===== src/rtl/m65c02_pkg.sv =====
// rtl/m65c02_pkg.sv - shared codes and constants for the M65C02 register file
package m65c02_pkg;

  localparam logic [1:0] STK_HOLD = 2'b00;
  localparam logic [1:0] STK_PUSH = 2'b01;
  localparam logic [1:0] STK_POP  = 2'b10;

  localparam logic [2:0] OS_A = 3'd0;
  localparam logic [2:0] OS_X = 3'd1;
  localparam logic [2:0] OS_Y = 3'd2;
  localparam logic [2:0] OS_S = 3'd3;
  localparam logic [2:0] OS_P = 3'd4;

  localparam int P_N = 7;
  localparam int P_V = 6;
  localparam int P_B = 4;
  localparam int P_D = 3;
  localparam int P_I = 2;
  localparam int P_Z = 1;
  localparam int P_C = 0;

  localparam logic [7:0] S_RST_DEF = 8'hFF;
  localparam logic [7:0] P_RST_DEF = 8'h34;
  localparam logic [7:0] STK_PAGE  = 8'h01;

  // Bits 5 and 4 of P have no storage meaning here and always read as 1.
  function automatic logic [7:0] psw_merge(input logic [7:0] psw);
    return {psw[P_N], psw[P_V], 1'b1, 1'b1, psw[P_D], psw[P_I], psw[P_Z], psw[P_C]};
  endfunction

endpackage


===== src/rtl/m65c02_stkptr.sv =====
// rtl/m65c02_stkptr.sv - stack pointer with TXS load, push/pop and page-1 address
module m65c02_stkptr
  import m65c02_pkg::*;
#(
  parameter logic [7:0] S_RST = S_RST_DEF
) (
  input  logic        Clk,
  input  logic        nRst,
  input  logic        Rdy,
  input  logic        Ld,
  input  logic [7:0]  Q,
  input  logic [1:0]  Stk_Op,
  output logic [7:0]  S,
  output logic [15:0] StkAdr
);

  logic [7:0] s_q;
  logic [7:0] s_d;
  logic [7:0] s_inc;

  assign s_inc = s_q + 8'd1;

  // A load (TXS) wins over any concurrent stack operation.
  always_comb begin
    s_d = s_q;
    if (Ld)                    s_d = Q;
    else if (Stk_Op == STK_PUSH) s_d = s_q - 8'd1;
    else if (Stk_Op == STK_POP)  s_d = s_inc;
  end

  always_ff @(posedge Clk or negedge nRst) begin
    if (!nRst)    s_q <= S_RST;
    else if (Rdy) s_q <= s_d;
  end

  // A pop reads the slot above S; push and idle address S itself.
  assign StkAdr = (Stk_Op == STK_POP) ? {STK_PAGE, s_inc} : {STK_PAGE, s_q};
  assign S      = s_q;

endmodule


===== src/rtl/m65c02_regfile.sv =====
// rtl/m65c02_regfile.sv - M65C02 architectural registers A/X/Y/S/P and operand read port
module m65c02_regfile
  import m65c02_pkg::*;
#(
  parameter logic [7:0] S_RST = S_RST_DEF,
  parameter logic [7:0] P_RST = P_RST_DEF
) (
  input  logic        Clk,
  input  logic        nRst,
  input  logic        Rdy,
  input  logic        SelA,
  input  logic        SelX,
  input  logic        SelY,
  input  logic        SelP,
  input  logic        SelS,
  input  logic [7:0]  Q,
  input  logic [7:0]  PSW_D,
  input  logic [1:0]  Stk_Op,
  input  logic        Int,
  input  logic [2:0]  OSel,
  output logic [7:0]  A,
  output logic [7:0]  X,
  output logic [7:0]  Y,
  output logic [7:0]  S,
  output logic [7:0]  P,
  output logic [7:0]  Out,
  output logic [15:0] StkAdr
);

  logic [7:0] a_q, x_q, y_q, p_q;
  logic [7:0] a_d, x_d, y_d, p_d;
  logic       unused_psw;

  assign unused_psw = ^PSW_D[5:4];

  // Interrupt entry is applied on top of the ALU status so it wins on I and D.
  always_comb begin
    a_d = SelA ? Q : a_q;
    x_d = SelX ? Q : x_q;
    y_d = SelY ? Q : y_q;
    p_d = SelP ? psw_merge(PSW_D) : p_q;
    if (Int) begin
      p_d[P_I] = 1'b1;
      p_d[P_D] = 1'b0;
    end
  end

  always_ff @(posedge Clk or negedge nRst) begin
    if (!nRst) begin
      a_q <= 8'h00;
      x_q <= 8'h00;
      y_q <= 8'h00;
      p_q <= P_RST;
    end else if (Rdy) begin
      a_q <= a_d;
      x_q <= x_d;
      y_q <= y_d;
      p_q <= p_d;
    end
  end

  m65c02_stkptr #(.S_RST(S_RST)) u_stkptr (
    .Clk    (Clk),
    .nRst   (nRst),
    .Rdy    (Rdy),
    .Ld     (SelS),
    .Q      (Q),
    .Stk_Op (Stk_Op),
    .S      (S),
    .StkAdr (StkAdr)
  );

  always_comb begin
    Out = 8'h00;
    case (OSel)
      OS_A:    Out = a_q;
      OS_X:    Out = x_q;
      OS_Y:    Out = y_q;
      OS_S:    Out = S;
      OS_P:    Out = p_q;
      default: Out = 8'h00;
    endcase
  end

  assign A = a_q;
  assign X = x_q;
  assign Y = y_q;
  assign P = p_q;

endmodule


===== config.mk =====
export PLATFORM = sky130hd
export DESIGN_NAME = m65c02_regfile
export DESIGN_NICKNAME = d
export VERILOG_FILES = /design/src/rtl/m65c02_pkg.sv /design/src/rtl/m65c02_stkptr.sv /design/src/rtl/m65c02_regfile.sv
export SDC_FILE = /design/constraint.sdc
export NUM_CORES = 1
export LEC_CHECK = 0
export CAP_MARGIN = 20
export CORE_AREA = 2 2 81 83
export DETAILED_ROUTE_END_ITERATION = 7
export DIE_AREA = 0 0 83 85
export HOLD_SLACK_MARGIN = 0.08
export PLACE_DENSITY = 0.75
export SLEW_MARGIN = 20
export SYNTH_ARGS = -nofsm -noshare
export SYNTH_HDL_FRONTEND = slang
export SYNTH_HIERARCHICAL = 1
export SYNTH_SLANG_ARGS = --single-unit

===== constraint.sdc =====
create_clock -name Clk -period 2.6 [get_ports Clk]
set_input_delay 0.52 -clock Clk [delete_from_list [all_inputs] [get_ports Clk]]
set_output_delay 0.52 -clock Clk [all_outputs]
set_load 0.005 [all_outputs]

== Word-level counts from Yosys, hierarchy flattened ==
Cells that the tools add are included.

* Multiply operators: 0
* $lt $le $gt $ge: 0
* Reduce and logical (&&, ||, !) cells: 9
* Div/mod/pow operators: 0
* Add/sub/neg operators: 2
* Bitwise gates (word level): 0
* Eq/ne operators: 6
* Multiplexer cells: 7
* Shifts and indexed selects: 0

{| class="wikitable"
|+ Operator list
! cell !! number
|-
| $pmux 8 s5 || 1
|-
| $mux 8 || 4
|-
| $reduce_and 2->1 || 6
|-
| $add 8x1->8 const B || 1
|-
| $sub 8x1->8 const B || 1
|-
| $eq 3x2->1 const B || 2
|-
| $mux 4 || 1
|-
| $eq 3x1->1 const B || 1
|-
| $eq 3x3->1 const B || 1
|-
| $logic_not 3->1 || 1
|-
| $reduce_bool 3->1 || 1
|-
| $eq 2x1->1 const B || 1
|-
| $eq 2x2->1 const B || 1
|-
| $mux 2 || 1
|-
| $reduce_bool 2->1 || 1
|}

* ROM bits: 0
* Output and inout port bits: 64
* Latch bits: 0
* Input bits: 30
* Memories kept: 0
* Bits in writable memories: 0
* Bits in registers: 38

== Depth between registers and ports, before layout ==
* Word-level depth: 4
* Gate-level depth with buffers: 7
* Gate-level depth less buffers: 6

== Modules after synthesis ==
The synthesis kept the hierarchy.

{| class="wikitable"
|+ Modules (own cells, without submodules)
! module !! cells an instance !! sequential area each (µm²) !! area an instance (µm²) !! times used
|-
| m65c02_regfile || 114 || 752.0 || 1477.7 || 1
|-
| m65c02_stkptr || 116 || 210.2 || 917.1 || 1
|}

== Least setup slack after synthesis ==
OpenSTA, ideal clock, no wires.

* Kind: reg2out
* From: reg u_stkptr.s_q[1] (netlist: u_stkptr/S[1])
* To: out StkAdr[7]
* Stages on the path, launching flop included: 6
* Path buffers: 1
* Arrival: 1431 ps
* Path slack: 649 ps
* Path through: dfstp_2 clkbuf_2 nand3_1 or2_1 nor3_1 xor2_1

* Cells in the longest elaborated chain, start to end: 2

{| class="wikitable"
|+ Ends and longest elaborated chain
! what !! RTL line !! RTL
|-
| from (decl) || m65c02_stkptr.sv:17 || <nowiki>logic [7:0] s_q;</nowiki>
|-
| from (signal assigned) || m65c02_stkptr.sv:32 || <nowiki>if (!nRst) s_q <= S_RST;</nowiki>
|-
| from (signal assigned) || m65c02_stkptr.sv:33 || <nowiki>else if (Rdy) s_q <= s_d;</nowiki>
|-
| $add 8x1->8 || m65c02_stkptr.sv:21 || <nowiki>assign s_inc = s_q + 8'd1;</nowiki>
|-
| $mux 8 || m65c02_stkptr.sv:37 || <nowiki>assign StkAdr = (Stk_Op == STK_POP) ? {STK_PAGE, s_inc} : {STK_PAGE, s_q};</nowiki>
|-
| to (decl) || m65c02_regfile.sv:27 || <nowiki>output logic [15:0] StkAdr</nowiki>
|}

Every way passes these cells.

== Final worst setup path ==
* From: in OSel[1]
* To: out Out[4]

* Cells in the longest elaborated chain, start to end: 2

{| class="wikitable"
|+ Ends and longest elaborated chain
! what !! RTL line !! RTL
|-
| from (decl) || m65c02_regfile.sv:20 || <nowiki>input logic [2:0] OSel,</nowiki>
|-
| $eq 3x3->1 (tied with other cells) || m65c02_regfile.sv:75 || <nowiki>case (OSel)</nowiki>
|-
| $pmux 8 s5 (*) || m65c02_regfile.sv:75 ||
|-
| to (decl) || m65c02_regfile.sv:26 || <nowiki>output logic [7:0] Out,</nowiki>
|}

Mark *: on every way between the ends. The rest lies on a longest branch, timed or not.

==> results.cfg <==
[timing]
setup_violations = 0
tightest_slew_ns = 0.842
timing.final.crit_share = 0.973
drv_slew = 0
skew_ns = 0.00472
slew_headroom = 0.438
final-hold-violation-count = 0
post-route-min-period_ns = 2.53
rsz0062_at_grt = no
max_clock_freq_mhz = 395
finalSetupTns_ns = 0
whs_ns = 0.332

[cells_and_area]
stdcell_count = 402
seq_area_sq_um = 962
drive_gt1_frac = 0.292
antenna-diode-count = 0
fillers = 541
multi_input_area_sq_mm = 0.00133
areaGrowthSynthToFinish_pct = 47.2
final_util = 0.568
fin_nets = 356

[synth]
synth_xor_xnor_area_share = 0.0329
yosysUniqueCellTypes = 54
ys_warn_count = 6
synth_top_family_by_area = compound AO/OA/AOI/OAI gates
syn_area_sq_mm = 0.00239
ys_ff_latch = 38
ys.flop_type = dfrtp_1
synthArstFlopShare = 1.00
yosysSeqAreaShare = 0.402
synth-adder-area-share = 0.0104
synthMuxAreaShare = 0.183
synth_compound_gate_area_share = 0.183
yosys.area_share.simple = 0.104
synthCells = 230
synth_edf_count = 0
syn_area_per_cell_sq_um = 10.4

[die]
ios = 94
die_y_microns = 85
die_w_microns = 83
initial_core_util = 0.386
rows = 29
die_area_sq_mm = 0.00706
core-area_sq_mm = 0.00620

[power]
power.total_uw = 2110
p_sw_frac = 0.304
switchingPower_uw = 642
pwr-share-clk = 0.232
cellLeakagePower_uw = 0.00149
vdd_ir_drop_max_uv = 362
power_frac_comb = 0.385
powerDensity_mw_per_mm2 = 599
sequentialPowerShare = 0.383
internal_power_uw = 1470

[routing]
drt_iter0_drc = 160
viasPerCell = 5.39
ant_nets = 0
vias = 2168
wl_microns = 6870
wl_per_cell_microns = 17.1
dr.pass1.iters = 4
drc = 0

[global_routing]
grt_overflow_total = 0
grt_pass1_vias = 2162
antenna_found_initial = 0
grt_max_degree = 39
grt_usage = 0.189
grt_pass1_wl_microns = 10700

[flow_run]
drv_cap = 0

[critical_path]
r2r_start = u_stkptr/S[0]$_DFFE_PN1P_
cp_max_fo = 5
path_class = in -> out
crit_arrival_ns = 2.01
startpoint_type = primary input
cp.required_ns = 2.08
cp-end-kind = primary output
regToRegEndpoint = u_stkptr/S[6]$_DFFE_PN1P_
r2r_cells = 7
ff2ff_setup_slack_ns = 0.79

[clocking]
root_buffer = clkbuf_8
insertion_delay_ns = 0.29
cts_made_buffers = 5
cts_hold_buffers = 0
h-tree-depth = 2
clk_pin_slew_worst_paths_ns = 0.07
cts.sink_count = 38
cts_buffer_depth = 2
cts_tree = built

[hold_path]
hold_path.class = in -> async

[placement]
dp_cells = 389
hpwl_microns = 5160
gp_congestion = 0.921
portBuffers = 81

[run_status]
status = finished, final reports clean
[timing repair]
action                     4_1_cts  5_1_grt
setup endpoints to repair       14       10
pin swaps                        3        0
buffers inserted                 4        1
gates resized for setup         20       11
cloned                           0        0
[cell usage after synthesis (6+ instances only)]
master	number	area share
o21ai_0	11	0.023
a22oi_1	7	0.022
nand2_1	9	0.014
nor3_1	7	0.015
a32oi_1	6	0.022
mux2_2	30	0.14
dfrtp_1	29	0.30
buf_4	12	0.038
nor2_1	12	0.019
inv_1	10	0.016
dfstp_2	9	0.099
[sequential cells by signal (all words and copies together), names as in the netlist]
name        count
P               6
u_stkptr/S      8
X               8
A               8
Y               8
[metal layers]
metal,track usage,routed length [microns]
met1,0.234,2930
met4,0.0551,90
met2,0.331,3480
met5,0,0
met3,0.0418,370
[how the worst max path moves through the flow]
stage                                          from         to  slack [ns]  cells after the start
after floorplan           u_stkptr/S[1]$_DFFE_PN1P_  StkAdr[7]        0.65                      5
final                                       OSel[1]     Out[4]        0.07                      4
after global placement                      OSel[0]     Out[3]       -0.17                      6
after CTS                                   OSel[0]     Out[7]       -0.15                      6
after global routing                      Stk_Op[0]  StkAdr[4]       0.002                      6
after detailed placement                    OSel[0]     Out[1]       -0.23                      6
[worst max-delay path, cell delays in order]
cell             delay, ns
clkdlybuf4s50_1       0.46
buf_4                 0.19
o32ai_1               0.29
clkdlybuf4s50_1       0.55
[area by class of cell]
type,instances,area share
Sequential cell,38,0.273
Timing Repair Buffer,102,0.278
Multi-Input combinational cell,166,0.378
Clock inverter,3,0.0114
Clock buffer,5,0.0195
Tap cell,77,0.0273
Inverter,11,0.0128
[logic make-up after synthesis]
kind of cell | Yosys count
AOI/OAI and AO/OA | 58
xor gates and xnor gates | 9
adders and majority gates | 2
buffers and inverters | 33
DFF | 38
muxes | 38
other | 3
and+or+nand+nor | 49
[metrics by stage]
stage / instance area [sq um] / setup WS, ns
final: 3520 / 0.0708
after global routing: 3520 / 0.00152
after CTS: 3480 / -0.155
after detailed placement: 3310 / -0.233
after global placement: 3310 / -0.172
after floorplan: 2420 / 0.649
[power groups by stage]
| stage | Clock (uW) | Sequential [uW] | Combinational [uW] |
|---|---|---|---|
| global placement | 0 | 814 | 781 |
| detailed placement | 0 | 818 | 794 |
| global route | 524 | 824 | 871 |
| floorplan | 0 | 797 | 367 |
| CTS | 498 | 804 | 813 |
| finish | 489 | 810 | 813 |
[cells in the final DEF (no fill, tap or decap), types with 4 or more instances in the layout]
cell | synthesis | layout
inv_1 | 10 | 9
xnor2_1 | 5 | 5
dlymetal6s2s_1 | 0 | 6
conb_1 | 3 | 10
dfrtp_1 | 29 | 29
o32ai_1 | 5 | 5
buf_4 | 12 | 20
mux2i_1 | 4 | 4
dfstp_2 | 9 | 9
mux2_4 | 4 | 4
o21ai_0 | 11 | 10
mux2_2 | 30 | 30
a32oi_1 | 6 | 5
clkdlybuf4s50_1 | 0 | 66
clkbuf_8 | 0 | 5
a22oi_1 | 7 | 7
nand2_1 | 9 | 9
xor2_1 | 4 | 4
nor3_1 | 7 | 5
nor2_1 | 12 | 10
o21ai_1 | 5 | 6
dlygate4sd2_1 | 0 | 8
No activity file was read; power rests on OpenSTA's default activity.
